## config.mk

```make
export PLATFORM = sky130hd
export DESIGN_NAME = transfer_scheduler
export DESIGN_NICKNAME = d
export VERILOG_FILES = /design/src/rtl/transfer_pkg.sv /design/src/rtl/transfer_scheduler_byte_serializer.sv /design/src/rtl/transfer_scheduler.sv
export SDC_FILE = /design/constraint.sdc
export NUM_CORES = 1
export LEC_CHECK = 0
export CAP_MARGIN = 0
export CELL_PAD_IN_SITES_DETAIL_PLACEMENT = 1
export CELL_PAD_IN_SITES_GLOBAL_PLACEMENT = 1
export CORE_ASPECT_RATIO = 1.5
export CORE_MARGIN = 8
export CORE_UTILIZATION = 40
export CTS_CLUSTER_DIAMETER = 80
export DETAILED_ROUTE_END_ITERATION = 10
export PLACE_DENSITY = 0.91
export SLEW_MARGIN = 20
export SYNTH_ARGS = -nofsm -noshare
export SYNTH_HDL_FRONTEND = slang
export SYNTH_SLANG_ARGS = --single-unit
```

## constraint.sdc

```tcl
create_clock -name clk -period 4.4 [get_ports clk]
set_clock_uncertainty 0.15 [all_clocks]
set_input_delay 1.32 -clock clk [delete_from_list [all_inputs] [get_ports clk]]
set_output_delay 1.32 -clock clk [all_outputs]
set_load 0.005 [all_outputs]
```

## src/rtl/transfer_pkg.sv

```systemverilog
// Shared definitions for both ends of the transfer link: command bytes,
// scanner control codes and the scheduler FSM state.
package transfer_pkg;

  localparam logic [7:0] CMD_FILL  = 8'd0;
  localparam logic [7:0] CMD_BUF50 = 8'd1;
  localparam logic [7:0] CMD_BUF80 = 8'd2;
  localparam logic [7:0] CMD_BUF90 = 8'd3;
  localparam logic [7:0] CMD_FULL  = 8'd4;
  localparam logic [7:0] CMD_FLUSH = 8'd5;
  localparam logic [7:0] CMD_READY = 8'd6;
  localparam logic [7:0] CMD_BIN   = 8'd7;
  localparam logic [7:0] CMD_ASCII = 8'd8;

  localparam logic [1:0] SCAN_HOLD  = 2'b00;
  localparam logic [1:0] SCAN_START = 2'b01;
  localparam logic [1:0] SCAN_STOP  = 2'b10;

  typedef enum logic [1:0] {
    ST_IDLE,
    ST_STATUS,
    ST_HDR,
    ST_DATA
  } state_t;

  // Occupancy band 1..4 maps onto the matching buffer-status command.
  function automatic logic [7:0] status_cmd(input logic [2:0] band);
    case (band)
      3'd1:    return CMD_BUF50;
      3'd2:    return CMD_BUF80;
      3'd3:    return CMD_BUF90;
      3'd4:    return CMD_FULL;
      default: return CMD_FILL;
    endcase
  endfunction

endpackage

```

## src/rtl/transfer_scheduler_byte_serializer.sv

```systemverilog
// Free-running 8-cycle slot timer with an MSB-first shift register; one byte
// is loaded at the last cycle of each slot and shifted out over the next slot.
module byte_serializer (
  input  logic       clk,
  input  logic       rst,
  input  logic       load,
  input  logic [7:0] load_byte,
  output logic       slot_end,
  output logic [2:0] bit_cnt,
  output logic       data_out
);

  logic [2:0] bit_cnt_q, bit_cnt_d;
  logic [7:0] shift_q, shift_d;
  logic       data_out_q, data_out_d;

  assign slot_end = (bit_cnt_q == 3'd7);
  assign bit_cnt  = bit_cnt_q;
  assign data_out = data_out_q;

  // Bit 7 goes straight to the output flop, the rest queue up behind it.
  always_comb begin
    bit_cnt_d = bit_cnt_q + 3'd1;
    if (slot_end && load) begin
      shift_d    = {load_byte[6:0], 1'b0};
      data_out_d = load_byte[7];
    end else begin
      shift_d    = {shift_q[6:0], 1'b0};
      data_out_d = shift_q[7];
    end
  end

  always_ff @(posedge clk or negedge rst) begin
    if (!rst) begin
      bit_cnt_q  <= 3'd0;
      shift_q    <= 8'd0;
      data_out_q <= 1'b0;
    end else begin
      bit_cnt_q  <= bit_cnt_d;
      shift_q    <= shift_d;
      data_out_q <= data_out_d;
    end
  end

endmodule

```

## src/rtl/transfer_scheduler.sv

```systemverilog
// Transmit-side link controller: buffer-status commands on rising occupancy
// bands, header + fixed-length data bursts when the peer is ready, scanner control.
module transfer_scheduler
  import transfer_pkg::*;
#(
  parameter int DEPTH = 16,
  parameter int BURST = 4,
  parameter int LW    = $clog2(DEPTH + 1)
) (
  input  logic          clk,
  input  logic          rst,
  input  logic [LW-1:0] bufLevel,
  input  logic [7:0]    bufData,
  output logic          bufRd,
  input  logic          asciiMode,
  input  logic          readyForTransferIn,
  output logic          dataOut,
  output logic [1:0]    localScannerOut,
  output logic          busy,
  output state_t        dbg_state
);

  localparam int T50 = (DEPTH * 5) / 10;
  localparam int T80 = (DEPTH * 8) / 10;
  localparam int T90 = (DEPTH * 9) / 10;
  localparam int RW  = $clog2(BURST + 1);

  state_t        state_q, state_d;
  logic [RW-1:0] remaining_q, remaining_d;
  logic [2:0]    last_band_q, last_band_d;
  logic          status_pending_q, status_pending_d;
  logic          buf_rd_q, buf_rd_d;
  logic          busy_q, busy_d;
  logic [1:0]    scan_q, scan_d;

  logic [2:0] band;
  logic       rise;
  logic       decide;
  logic       slot_end;
  logic [2:0] bit_cnt;
  logic [7:0] load_byte;

  always_comb begin
    band = 3'd0;
    if (bufLevel == LW'(DEPTH))     band = 3'd4;
    else if (bufLevel >= LW'(T90))  band = 3'd3;
    else if (bufLevel >= LW'(T80))  band = 3'd2;
    else if (bufLevel >= LW'(T50))  band = 3'd1;
  end

  assign rise   = (band > last_band_q);
  assign decide = slot_end && ((state_q == ST_IDLE) || (state_q == ST_STATUS) ||
                               ((state_q == ST_DATA) && (remaining_q == '0)));

  // A rise seen in the boundary cycle itself is served in the same decision.
  always_comb begin
    state_d          = state_q;
    remaining_d      = remaining_q;
    load_byte        = CMD_FILL;
    last_band_d      = band;
    status_pending_d = status_pending_q | rise;
    if (decide) begin
      if (status_pending_q || rise) begin
        load_byte        = status_cmd(band);
        status_pending_d = 1'b0;
        state_d          = ST_STATUS;
      end else if (readyForTransferIn && (bufLevel >= LW'(BURST))) begin
        load_byte = asciiMode ? CMD_ASCII : CMD_BIN;
        state_d   = ST_HDR;
      end else begin
        state_d = ST_IDLE;
      end
    end else if (slot_end && (state_q == ST_HDR)) begin
      load_byte   = bufData;
      remaining_d = RW'(BURST - 1);
      state_d     = ST_DATA;
    end else if (slot_end && (state_q == ST_DATA)) begin
      load_byte   = bufData;
      remaining_d = remaining_q - RW'(1);
    end
  end

  // Pop strobe: bufRd is high for the whole last cycle of a slot whose end
  // loads bufData; the FIFO advances on that same edge. It is set one cycle
  // early so that it can come straight from a flop.
  always_comb begin
    buf_rd_d = (bit_cnt == 3'd6) &&
               ((state_q == ST_HDR) || ((state_q == ST_DATA) && (remaining_q != '0)));
    busy_d   = slot_end ? ((state_d == ST_HDR) || (state_d == ST_DATA)) : busy_q;
    scan_d   = SCAN_HOLD;
    if (band == 3'd4)      scan_d = SCAN_STOP;
    else if (band == 3'd0) scan_d = SCAN_START;
  end

  always_ff @(posedge clk or negedge rst) begin
    if (!rst) begin
      state_q          <= ST_IDLE;
      remaining_q      <= '0;
      last_band_q      <= 3'd0;
      status_pending_q <= 1'b0;
      buf_rd_q         <= 1'b0;
      busy_q           <= 1'b0;
      scan_q           <= SCAN_HOLD;
    end else begin
      state_q          <= state_d;
      remaining_q      <= remaining_d;
      last_band_q      <= last_band_d;
      status_pending_q <= status_pending_d;
      buf_rd_q         <= buf_rd_d;
      busy_q           <= busy_d;
      scan_q           <= scan_d;
    end
  end

  byte_serializer u_ser (
    .clk       (clk),
    .rst       (rst),
    .load      (slot_end),
    .load_byte (load_byte),
    .slot_end  (slot_end),
    .bit_cnt   (bit_cnt),
    .data_out  (dataOut)
  );

  assign bufRd           = buf_rd_q;
  assign busy            = busy_q;
  assign localScannerOut = scan_q;
  assign dbg_state       = state_q;

endmodule

```

==> implementation parameters, run 1 <==
Parameter                              Value

Placed design
  Total half-perimeter wirelength after legalization and detailed placement    approximately 2.0 mm
  Weighted congestion reported at the end of routability-driven placement    about 0.78
  Quantity of I/O buffers inserted on ports    23

Clock network
  Clock root buffer    sky130_fd_sc_hd__clkbuf_8
  # clock sinks    24
  TritonCTS clock tree    yes
  Hold Buf Count CTS    0
  Clock H-tree levels    1
  Clock latency on the worst-skew pair    between 0.2 and 0.3 ns
  Cts repair resizes    0
  Setup Fix Bufs, Post-CTS    0
  Maximum root-to-sink buffer count    2
  Inserted Clock Buffers    3
  Clk pin slew, worst setup/hold paths    about 0.090 ns

Synth
  Seq/Total Area, Yosys    about 54%
  Cell area after technology mapping    1117 um2
  Largest cells by area after synthesis    sky130_fd_sc_hd__dfrtp_1 54%, sky130_fd_sc_hd__ha_1 9.0%, sky130_fd_sc_hd__inv_1 5.4%
  Synth cell types    27
  Most common cell in the synthesized netlist    sky130_fd_sc_hd__dfrtp_1
  Biggest area consumer among synthesized cells    sky130_fd_sc_hd__dfrtp_1
  Synthesized flop and latch total    24
  Post-synthesis instance total    110
  Synth cell count leaders    24 x sky130_fd_sc_hd__dfrtp_1, 16 x sky130_fd_sc_hd__inv_1, 10 x sky130_fd_sc_hd__nor2_1, 9 x sky130_fd_sc_hd__nand2_1, 8 x sky130_fd_sc_hd__ha_1
  Primary flip-flop cell chosen by synthesis mapping    sky130_fd_sc_hd__dfrtp_1
  Post-synth top area share    53.75%
  Mean Syn Cell Area    slightly above 10 um2
  Total nets after synthesis    135
  Share of flip-flops with an asynchronous set or reset    between 90% and 100%
  Warning count from the yosys run    0
  Count of flip-flops with a built-in enable after synthesis    0

Final layout
  Syn-to-layout area delta    28.00%
  Filler cell count    about 300
  Sequential cell area    600.6 um2
  Number of diodes    0
  Net count of the finished layout    160
  End-of-flow core utilization    approximately 53%
  Layout cell share with drive strength beyond 1    roughly 6%
  Multi-input gate area in the final layout    approximately 430 um2

Global routing
  Grt met1 use    around 14%
  Remaining global-route overflow    0
  Pin count of the biggest net entering global routing    25
  Peak-usage layer in the global routing report    met2
  Antenna violations before repair    0
  GR Util met2    roughly 22%
  Fraction of met3 tracks used by global routing    1.738%
  Number of global-route vias before repair    approximately 1,000
  Global-route wire length before repair    about 4.7 mm
  GRT Resource Usage Total    roughly an eighth

Pwr
  Net load switching power    roughly 190 uW
  Power share of the combinational group    26.7%
  Power Dens Cells    463.4 nW/um2
  Internal portion of total power    between 400 and 500 uW
  Switching share of power    between 20% and 30%
  Largest voltage drop on the vdd net    between 0.2 and 0.25 mV
  Clock share of power    between 20% and 30%
  Leakage power figure    roughly 0.66 nW
  Sequential Power Share    44.1%

Timing
  Final critical-path share of the clock period    82.52%
  Final number of setup-violating endpoints    0
  Maximum operating frequency    275.4 MHz
  Final Hold Violating Endpoints    0
  TNS Setup    0 ns
  Transition at the pin with the smallest max-transition slack    approximately 0.65 ns
  Final Critical Period    3.631 ns
  Headroom to the max-slew limit    56.56%
  Number of pins with negative max-slew slack in the final report    0
  Setup repair after global routing missed its margin    false

Route
  Total wirelength of the detailed-routed design    approximately 2.7 mm
  Violation count after the first detailed-routing iteration    24
  Via density per instance    ~5.0
  First-pass iteration count of the detailed router    4
  Drc violations    0
  Antenna-violating nets left    0
  Final routed wire length divided by cell count    approximately 16 um
  Vias after detailed routing    roughly 860

Run
  Max-Cap Viols    0

Floorplanning
  Die height    around 80 um
  Initial standard-cell utilization of the core    between 40% and 50%
  Ports    24
  Floorplan Core Area    between 2000 and 3000 um2
  Number of core rows    23
  Die W    59.16 um
  Total Die Area    4776 um2

Hold path
  Type of the most critical hold path    register to register

Worst setup path
  Critical Path AT    3.66 ns
  Crit Path Max Fanout    4
  Path type of the worst setup path    input pin to register
  Crit start category    input pin
  Type of element capturing the critical path    register
  Data required time of the critical path    approximately 4.4 ns

Outcome
  Status    complete, no violations
power by group through the flow:
stage	clock, mW	combinational [mW]	sequential [mW]
finish	0.193	0.177	0.292
global route	0.207	0.202	0.298
CTS	0.196	0.181	0.293
detailed placement	0	0.175	0.297
global placement	0	0.160	0.293
floorplan	0	0.110	0.291
layer usage:
metal	share of wire (%)	vias up	wire, um
li1	-	416	-
met1	42	426	1115
met2	53	17	1410
met3	3.4	4	90
met4	2.0	0	53
met5	0	-	0
metrics by stage:
stage | area (um2) | hold WS, ns | power (mW) | setup WS (ns) | std cells
floorplan | 1117 | 0.2682 | 0.4015 | 1.246 | 110
global placement | 1364 | 0.2802 | 0.4535 | 0.6900 | 167
detailed placement | 1364 | 0.3090 | 0.4719 | 0.5100 | 167
CTS | 1435 | 0.3217 | 0.6700 | 0.7527 | 171
global route | 1430 | 0.3447 | 0.7068 | 0.5804 | 171
finish | 1430 | 0.3121 | 0.6627 | 0.7691 | 171
path summary, 6_finish.rpt:
path | start | endpoint | slack [ns] | cells past startpoint
max reg2reg | u_ser.bit_cnt[1] | u_ser.shift_q[4] | 2.37 | 5
max | bufLevel[1] | u_ser.shift_q[2] | 0.77 | 9
max in group asynchronous | rst | localScannerOut[0] | 2.88 | 1
min | u_ser.bit_cnt[0] | u_ser.bit_cnt[0] | 0.31 | 1
min reg2reg | u_ser.bit_cnt[0] | u_ser.bit_cnt[0] | 0.31 | 1
min in group asynchronous | rst | localScannerOut[1] | 0.87 | 1
cells by family after synthesis:
kind of cell	Yosys count	synth area share [%]
buffers and inverters	19	8.062
adder cells (fa/ha/maj)	8	8.959
AND/OR/NAND/NOR	37	16.69
AO/OA/AOI/OAI	22	12.54
flip-flops	24	53.75
placed cells by master, fill, tap and decap left out, drive strengths merged:
master,count
clkbuf,3
o21ai,7
a41oi,1
nor3b,1
nor4,1
o31ai,1
nand3,6
nand2b,1
o221ai,2
a21oi,6
o22a,1
and2,5
nand2,9
a21boi,2
and3,1
nor3,3
bufinv,1
nor2,10
ha,8
clkdlybuf4s50,22
buf,1
a211o,1
dfrtp,24
a311oi,1
inv,16
registers in the layout (all words and copies together), names as in the netlist:
signal	count
u_ser.shift_q	7
status_pending_q	1
busy	1
remaining_q	3
u_ser.data_out	1
localScannerOut	2
last_band_q	3
u_ser.bit_cnt	3
dbg_state	2
bufRd	1
layout make-up:
class	instances	area share [%]
flip-flops and latches	24	41.99
clock buffers	3	2.887
repair buffers	23	15.75
clock inverters	1	2.100
well taps	37	3.237
multi-input cells	67	29.83
inverters	16	4.199
worst max-delay path, stage by stage:
cell                              delay [ns]
sky130_fd_sc_hd__clkdlybuf4s50_1        0.44
sky130_fd_sc_hd__nor4_2                 0.40
sky130_fd_sc_hd__and2_1                 0.24
sky130_fd_sc_hd__ha_1                   0.27
sky130_fd_sc_hd__nor3_2                 0.19
sky130_fd_sc_hd__a41oi_1                0.10
sky130_fd_sc_hd__a211o_1                0.37
sky130_fd_sc_hd__a21boi_1               0.14
sky130_fd_sc_hd__o221ai_1               0.17
Power figures use the tool's default switching activity.
==> run 2, diff against run 1 <==
--- a/config.mk
+++ b/config.mk
@@ -10,10 +10,10 @@
 export CELL_PAD_IN_SITES_GLOBAL_PLACEMENT = 1
 export CORE_ASPECT_RATIO = 1.5
 export CORE_MARGIN = 8
-export CORE_UTILIZATION = 40
+export CORE_UTILIZATION = 34
 export CTS_CLUSTER_DIAMETER = 80
 export DETAILED_ROUTE_END_ITERATION = 10
-export PLACE_DENSITY = 0.91
+export PLACE_DENSITY = 0.84
 export SLEW_MARGIN = 20
 export SYNTH_ARGS = -nofsm -noshare
 export SYNTH_HDL_FRONTEND = slang
==> constraint.sdc (replaced) <==
create_clock -name clk -period 3.2 [get_ports clk]
set_clock_uncertainty 0.15 [all_clocks]
set_input_delay 0.96 -clock clk [delete_from_list [all_inputs] [get_ports clk]]
set_output_delay 0.96 -clock clk [all_outputs]
set_load 0.005 [all_outputs]
==> run 2 against run 1 <==
Against the previous run: clock power fell by 8%; first-iteration DRC count fell by 21%; sequential cell count did not move; combinational power rose by 48%; setup slack got worse by 0.71 ns; cell area rose by 5.8%; die area rose by 13%; non-clock buffer count rose by 9; global-route usage fell by 1.2 points; wire length rose by 5.8%; critical path depth did not move; register-to-register slack got worse by 1.2 ns; largest cell class unchanged.
==> implementation parameters, run 2 (synthesis gave the netlist of run 1 again) <==
Parameter                              Value

Final layout
  Multi-input gate area in the final layout    457.9 um2
  Most frequent standard cell in the layout excluding fill and tap cells    sky130_fd_sc_hd__dfrtp_1
  End-of-flow core utilization    47.88%
  Filler cell count    between 300 and 400
  Net count of the finished layout    ~170
  Number of flip-flops under the largest register name    7
  Sequential cell area    roughly 600 um2
  Layout cell share with drive strength beyond 1    between 10% and 20%
  Top reg by flops    u_ser.shift_q
  Number of diodes    0
  Top library cells by usage in the layout, fill and taps aside    24 x sky130_fd_sc_hd__dfrtp_1, 21 x sky130_fd_sc_hd__clkdlybuf4s50_1, 16 x sky130_fd_sc_hd__inv_1
  Syn-to-layout area delta    35.39%

Timing
  Number of pins with negative max-slew slack in the final report    0
  Final Hold Violating Endpoints    0
  Final critical-path share of the clock period    about 100%
  Final number of setup-violating endpoints    0
  Headroom to the max-slew limit    58.70%
  Transition at the pin with the smallest max-transition slack    just over 0.6 ns
  TNS Setup    0 ns
  Final Critical Period    3.139 ns
  Maximum operating frequency    roughly 320 MHz

Pwr
  Leakage power figure    just over 0.7 nW
  Largest voltage drop on the vdd net    0.2070 mV
  Power Dens Cells    approximately 560 nW/um2

Worst setup path
  Type of element capturing the critical path    register
  Crit start category    input pin
  Cell count of the worst reg-to-reg path    8
  Critical Path AT    between 3 and 4 ns
  FF-to-FF Start    remaining_q[0]
  Data required time of the critical path    roughly 3.2 ns
  Crit Path Max Fanout    4
  Origin of the worst setup path    bufLevel[0]
  Path type of the worst setup path    input pin to register

Global routing
  GRT Resource Usage Total    between 10% and 20%
  Remaining global-route overflow    0
  Pin count of the biggest net entering global routing    25
  Antenna violations before repair    0
  Number of global-route vias before repair    1,030
  Global-route wire length before repair    around 4.8 mm

Floorplanning
  Die W    around 63 um
  Initial standard-cell utilization of the core    between 30% and 40%
  Die height    between 80 and 90 um
  Floorplan Core Area    between 3000 and 4000 um2
  Total Die Area    5414 um2
  Number of core rows    25
  Ports    24

Route
  Final routed wire length divided by cell count    15.52 um
  Drc violations    0
  Violation count after the first detailed-routing iteration    19
  Total wirelength of the detailed-routed design    about 2.8 mm
  Antenna-violating nets left    0
  First-pass iteration count of the detailed router    3
  Via density per instance    approximately 4.9
  Vias after detailed routing    between 800 and 900

Hold path
  Hold path cells    1
  Critical hold path startpoint    u_ser.bit_cnt[0]
  Type of the most critical hold path    register to register

Clock network
  Clock root buffer    sky130_fd_sc_hd__clkbuf_8
  Clock H-tree levels    1
  # clock sinks    24
  TritonCTS clock tree    yes
  Clk pin slew, worst setup/hold paths    0.08 ns
  Maximum root-to-sink buffer count    2
  Clock latency on the worst-skew pair    roughly 0.27 ns
  Inserted Clock Buffers    3
  Hold Buf Count CTS    0

Run
  Max-Cap Viols    0

Placed design
  Total half-perimeter wirelength after legalization and detailed placement    approximately 2.2 mm
  Weighted congestion reported at the end of routability-driven placement    about 0.74
  Quantity of I/O buffers inserted on ports    23

Outcome
  Status    complete, no violations
-- run 2: cell count changes in the layout (fill, tap and decap cells not counted), sizes merged --
cell and delta:
buf +8, bufinv -1, dlymetal6s2s +2, clkdlybuf4s50 -1
-- run 2: cell type report --
type,instances,area share (%)
multi-input cells,67,30.27
inverters,16,3.970
flip-flops and latches,24,39.70
clock buffers,3,2.730
well taps,40,3.309
repair buffers,32,20.02
-- run 2: final timing paths --
path                                      endpoint  slack (ns)
max in group asynchronous         u_ser.shift_q[2]        1.77
worst max-delay path              u_ser.shift_q[2]        0.06
worst max register to register      remaining_q[0]        1.20
min in group asynchronous       localScannerOut[1]        0.89
worst min-delay path              u_ser.bit_cnt[0]        0.30
worst min register to register    u_ser.bit_cnt[0]        0.30
-- run 2: timing repair --
item | in CTS | in global routing
setup buffers | 0 | 2
resized for setup | 0 | 8
endpoints found under the setup margin | 0 | 6
-- run 2: power breakdown --
| group | internal (mW) | total (mW) | switching [mW] |
|---|---|---|---|
| clock | 0.0844 | 0.178 | 0.0932 |
| combinational | 0.125 | 0.262 | 0.136 |
| sequential | 0.369 | 0.403 | 0.0340 |
| total | 0.578 | 0.842 | 0.263 |
-- run 2: routing by layer --
layer  global-route usage, %  up-vias  wire [um]
met5                       0        -          0
li1                        -      432          -
met3                   2.065        6         86
met2                   21.64       18       1572
met4                   8.125        0         86
met1                   10.84      440       1079
-- run 2: critical path, stage by stage --
cell and delay, ns:
sky130_fd_sc_hd__clkdlybuf4s50_1 0.45, sky130_fd_sc_hd__nor4_4 0.34, sky130_fd_sc_hd__and2_4 0.21, sky130_fd_sc_hd__ha_1 0.25, sky130_fd_sc_hd__nor3_2 0.22, sky130_fd_sc_hd__a41oi_2 0.08
sky130_fd_sc_hd__a211o_1 0.32, sky130_fd_sc_hd__a21boi_2 0.17, sky130_fd_sc_hd__o221ai_1 0.17
-- run 2: metrics by stage --
step / setup slack (ns) / cell area, um2 / instances / total power [mW] / hold slack, ns
2_1_floorplan: 0.4063 / 1117 / 110 / 0.5520 / 0.2682
3_3_place_gp: -0.1301 / 1420 / 177 / 0.6310 / 0.2778
3_5_place_dp: -0.2662 / 1420 / 177 / 0.6584 / 0.2959
4_1_cts: 0.006996 / 1461 / 180 / 0.8393 / 0.3077
5_1_grt: -0.03373 / 1513 / 182 / 0.9053 / 0.3427
6_report: 0.06073 / 1513 / 182 / 0.8417 / 0.2968
